$ cat src/rtl/isa_io_arbiter.sv
// Four-requester round-robin arbiter driving ISA I/O read/write cycles.
// Optional macro ISA_IOCHRDY_EN adds iochrdy wait states with a WAIT_MAX timeout.
module isa_io_arbiter #(
  parameter int SETUP_CYCLES  = 2,
  parameter int STROBE_CYCLES = 8,
  parameter int HOLD_CYCLES   = 2,
  parameter int WAIT_MAX      = 64
) (
  input  logic        sys_clock,
  input  logic        reset_n,
  input  logic [3:0]  req,
  input  logic [3:0]  req_wr,
  input  logic [63:0] req_addr,
  input  logic [63:0] req_wdata,
  output logic [3:0]  grant,
  output logic [3:0]  done,
  output logic [15:0] rdata,
  output logic        timeout,
  output logic [15:0] address,
  output logic [15:0] data_out,
  input  logic [15:0] data_in,
  output logic        data_dir,
  output logic        ior_n,
  output logic        iow_n,
  input  logic        iochrdy
);

  localparam int M1 = (SETUP_CYCLES > STROBE_CYCLES) ? SETUP_CYCLES : STROBE_CYCLES;
  localparam int M2 = (M1 > HOLD_CYCLES) ? M1 : HOLD_CYCLES;
  localparam int MC = (M2 > WAIT_MAX) ? M2 : WAIT_MAX;
  localparam int CW = $clog2(MC + 1);

`ifdef ISA_IOCHRDY_EN
  typedef enum logic [2:0] {IDLE, SETUP, STROBE, HOLD, WAIT} state_t;
`else
  typedef enum logic [2:0] {IDLE, SETUP, STROBE, HOLD} state_t;
  logic unused_iochrdy;
  assign unused_iochrdy = iochrdy;
`endif

  state_t        state;
  logic [1:0]    ptr;
  logic [1:0]    sel;
  logic [1:0]    pick;
  logic          wr_l;
  logic          tflag;
  logic [CW-1:0] cnt;

  // Descending scan so the lowest offset from ptr wins.
  always_comb begin
    pick = ptr;
    for (int j = 3; j >= 0; j--) begin
      if (req[ptr + 2'(j)]) pick = ptr + 2'(j);
    end
  end

  always_ff @(posedge sys_clock or negedge reset_n) begin
    if (!reset_n) begin
      state    <= IDLE;
      ptr      <= 2'd0;
      sel      <= 2'd0;
      wr_l     <= 1'b0;
      tflag    <= 1'b0;
      cnt      <= '0;
      grant    <= 4'd0;
      done     <= 4'd0;
      timeout  <= 1'b0;
      rdata    <= 16'd0;
      address  <= 16'd0;
      data_out <= 16'd0;
      data_dir <= 1'b0;
      ior_n    <= 1'b1;
      iow_n    <= 1'b1;
    end else begin
      done    <= 4'd0;
      timeout <= 1'b0;
      unique case (state)
        IDLE: begin
          if (|req) begin
            sel      <= pick;
            wr_l     <= req_wr[pick];
            address  <= req_addr[16*pick +: 16];
            data_out <= req_wdata[16*pick +: 16];
            data_dir <= req_wr[pick];
            grant    <= 4'd1 << pick;
            tflag    <= 1'b0;
            cnt      <= CW'(SETUP_CYCLES - 1);
            state    <= SETUP;
          end
        end
        SETUP: begin
          if (cnt == '0) begin
            cnt   <= CW'(STROBE_CYCLES - 1);
            ior_n <= wr_l;
            iow_n <= !wr_l;
            state <= STROBE;
          end else begin
            cnt <= cnt - 1'b1;
          end
        end
        STROBE: begin
          if (cnt != '0) begin
            cnt <= cnt - 1'b1;
`ifdef ISA_IOCHRDY_EN
          end else if (!iochrdy) begin
            cnt   <= CW'(WAIT_MAX - 1);
            state <= WAIT;
`endif
          end else begin
            if (!wr_l) rdata <= data_in;
            ior_n <= 1'b1;
            iow_n <= 1'b1;
            cnt   <= CW'(HOLD_CYCLES - 1);
            state <= HOLD;
          end
        end
`ifdef ISA_IOCHRDY_EN
        WAIT: begin
          if (iochrdy || cnt == '0) begin
            if (!wr_l) rdata <= iochrdy ? data_in : 16'hFFFF;
            tflag <= !iochrdy;
            ior_n <= 1'b1;
            iow_n <= 1'b1;
            cnt   <= CW'(HOLD_CYCLES - 1);
            state <= HOLD;
          end else begin
            cnt <= cnt - 1'b1;
          end
        end
`endif
        HOLD: begin
          if (cnt == '0) begin
            done    <= 4'd1 << sel;
            timeout <= tflag;
            grant   <= 4'd0;
            ptr     <= sel + 2'd1;
            state   <= IDLE;
          end else begin
            cnt <= cnt - 1'b1;
          end
        end
        default: state <= IDLE;
      endcase
    end
  end

endmodule

$ cat config.mk
export PLATFORM = sky130hd
export DESIGN_NAME = isa_io_arbiter
export DESIGN_NICKNAME = d
export VERILOG_FILES = /design/src/rtl/isa_io_arbiter.sv
export SDC_FILE = /design/constraint.sdc
export NUM_CORES = 1
export LEC_CHECK = 0
export ABC_CLOCK_PERIOD_IN_PS = 4800
export BUFFER_PORTS_ARGS = -buffer_cell sky130_fd_sc_hd__buf_2
export CAP_MARGIN = 20
export CORE_ASPECT_RATIO = 1.25
export CORE_UTILIZATION = 40
export DETAILED_ROUTE_END_ITERATION = 7
export HOLD_SLACK_MARGIN = 0.15
export PLACE_DENSITY = 0.77
export SETUP_SLACK_MARGIN = 0.15
export SYNTH_ARGS = -nofsm -noshare
export SYNTH_HDL_FRONTEND = slang
export SYNTH_SLANG_ARGS = --single-unit
$ cat constraint.sdc
create_clock -name sys_clock -period 4.8 [get_ports sys_clock]
set_clock_uncertainty 0.2 [all_clocks]
set_input_delay 0.72 -clock sys_clock [delete_from_list [all_inputs] [get_ports sys_clock]]
set_output_delay 0.72 -clock sys_clock [all_outputs]
set_load 0.02 [all_outputs]
==> qor.csv <==
stage,metric,value,unit
sta,min_period_over_period,60.1,%
synthesis,synth_top_area_cell,dfrtp_1,
detailed_routing,top_layer,met5,
sta,hold_violations,0,
synthesis,yosysWarnings,0,
placement,dp_hpwl,11000,um
synthesis,synth_flop_cell,dfrtp_1,
sta,fin_ws,1.92,ns
layout,regArea,1800,um2
floorplan,die_area,12900,um2
clock_tree,cts_setup_buffers,0,
floorplan,std_cell_rows,45,
placement,placed_area,6070,um2
synthesis,synth-seq-area-share,36.2,%
synthesis,synthArstFlopShare,100,%
placement,place_ws,1.57,ns
layout,final_common_cell,buf_2,
synthesis,synth_area,4980,um2
detailed_routing,num_vias,5273,
global_routing,grt_use_total,24.4,%
synthesis,synth.avg_cell_area,8.47,um2
floorplan,core,12200,um2
detailed_routing,drtIter0Drc,353,
worst_setup_path,path_cells,buf_2 > nor2b_4 > o21ai_1 > nand2_1 > o21ai_0 > a21oi_1,
floorplan,die_w,102,um
worst_setup_path,cp_max_fo,30,
sta,setup_violations,0,
placement,portBuffers,212,
pwr,power.leakage,0.00301,uW
synthesis,synth_cells,588,
layout,mostFrequentLayoutCells,"211 x buf_2, 75 x nand2_1, 70 x dfrtp_1, 48 x nor2_1, 37 x a21oi_1",
worst_setup_path,endpoint_kind,flip-flop,
sta,worst_pin_slew,0.997,ns
sta,rsz0062_at_grt,no,
worst_hold_path,hold_class,reg2reg,
global_routing,antenna_found_initial,1,
synthesis,ys_ff_latch,72,
detailed_routing,wl_met3,1210,um
sta,finalCriticalPeriod,2.88,ns
global_routing,grt_pass1_vias,4777,
layout,nFillCells,1158,
layout,fin_area,6430,um2
sta,relSlewSlack,33.5,%
worst_setup_path,max_stage_delay,0.72,ns
layout,area_delta_synth_final,29.0,%
layout,num_antenna_cells,0,
floorplan,io-pin-count,215,
clock_tree,path_clk_slew,0.06,ns
detailed_routing,wl_per_cell,16.9,um
clock_tree,cts_tree,built,
layout,multi_input_comb_area,2780,um2
sta,clock.fmax,0.347,GHz
placement,place_congestion,0.841,
detailed_routing,vias_per_cell,5.63,
clock_tree,clk_path_buf_depth,2,
detailed_routing,drc,0,
clock_tree,cts_buffers,9,
synthesis,syn_nets,753,
clock_tree,hold_buffers,0,
clock_tree,htree_levels,3,
synthesis,yosys.cell_types.count,57,
worst_setup_path,critPathArrivalTime,2.95,ns
sta,fin_setup_tns,0,ns
worst_setup_path,worst-setup-path-type,in2reg,
pwr,p_per_area,627,nW/um2
floorplan,initial_core_util,41.0,%
detailed_routing,ant_nets,0,
layout,nets,933,
global_routing,grt_pass1_wl,24300,um
synthesis,synth_edf_count,0,
clock_tree,cts.sinks,72,
worst_setup_path,startpoint_type,primary input,
detailed_routing,first_pass_iters,5,
detailed_routing,wirelength,15900,um
worst_setup_path,cpMaxStageDelayCell,nand2_1,
clock_tree,clkLatencyLatePin,0.35,ns
layout,drive_gt1_share,35.7,%
clock_tree,cts_root_buf,clkbuf_16,
worst_setup_path,critPathRequiredTime,4.87,ns
global_routing,grt_max_degree,73,
pwr,peakVddDrop,0.235,mV
synthesis,synthTopCellsByArea,"dfrtp_1 35%, a221oi_1 5.8%, nand2_1 5.7%",
sta,slew_violations,0,
run_status,outcome,finished clean,
job,cap_violations,0,
detailed_routing,route.met2.wl,7800,um
sta,timing.hold.ws,0.279,ns
synthesis,yosysTopAreaCellShare,35.2,%
global_routing,gr-total-overflow,0,
floorplan,die_y,127,um
clock_tree,cts_resized,0,
detailed_routing,wl_met1,6480,um
registers in the layout, summed over array words and instances (netlist names):
| register | count |
|---|---|
| address | 16 |
| cnt | 7 |
| data_out | 16 |
| done | 4 |
| grant | 4 |
| ior_n | 1 |
| iow_n | 1 |
| ptr | 2 |
| rdata | 16 |
| sel | 2 |
| state | 2 |
| wr_l | 1 |
layout make-up:
class / count / area share, %
tap: 164 / 3.19
inverter: 36 / 2.10
sequential: 72 / 28.1
multi-input combinational: 426 / 43.3
timing repair buffer: 223 / 17.9
clock inverter: 7 / 1.87
clock buffer: 9 / 3.50
worst max-delay path: cells and delay by family:
kind / cells / cell delay, ns
AND/OR/NAND/NOR: 2 / 1.40
AO/OA/AOI/OAI: 3 / 0.61
buffers and inverters: 1 / 0.21
power breakdown:
part           internal, uW  leakage [uW]  switching [uW]
combinational           798       0.00199            1360
clock                   509      0.000166             278
sequential              893      0.000851             189
logic make-up after synthesis:
kind of cell    count (synthesis)  share of synthesized area (%)
compound gates                222                           32.2
xor+xnor                        1                          0.176
fa+ha+maj                      10                           2.51
buf+inv                        90                           8.19
flops                          72                           36.2
mux                            24                           5.43
other cells                     1                         0.0753
simple gates                  168                           15.2
metal layers:
layer / up-vias / global-route usage (%)
met5: - / 0
met2: 217 / 41.1
met3: 21 / 4.46
met4: 2 / 9.16
li1: 2536 / -
met1: 2497 / 30.8
cells in the mapped netlist (4+ instances only):
library cell,count
nor2_1,48
inv_1,36
a221oi_1,33
nand3_1,12
buf_4,9
dfrtp_1,70
a21oi_1,37
o21ai_1,15
o311ai_1,6
clkbuf_1,21
o21ai_0,30
o311ai_0,21
o211ai_1,29
and3_1,5
nand2b_1,7
ha_1,10
nand2_1,75
mux2_2,23
buf_2,23
a211oi_1,28
nor2b_1,4
per-stage QoR:
step | utilization [%] | total power (uW) | instances
6_report | 52.8 | 4030 | 937
2_1_floorplan | - | 2590 | 588
5_1_grt | 52.8 | 4320 | 937
4_1_cts | 52.7 | 4040 | 936
3_5_place_dp | 49.9 | 3240 | 920
3_3_place_gp | 49.9 | 3180 | 920
path summary, 6_finish.rpt:
check	endpoint	cells past startpoint	slack (ns)	from
setup reg to reg	data_out[6]$_DFFE_PN0P_	5	1.95	ptr[0]$_DFFE_PN0P_
min in group asynchronous	data_out[14]$_DFFE_PN0P_	1	0.33	reset_n
hold reg to reg	grant[2]$_DFFE_PN0P_	2	0.28	grant[2]$_DFFE_PN0P_
hold / removal	grant[2]$_DFFE_PN0P_	2	0.28	grant[2]$_DFFE_PN0P_
max in group asynchronous	data_out[13]$_DFFE_PN0P_	1	3.46	reset_n
setup / recovery	data_out[6]$_DFFE_PN0P_	6	1.92	req[2]
(Power assumes the default switching activity.)
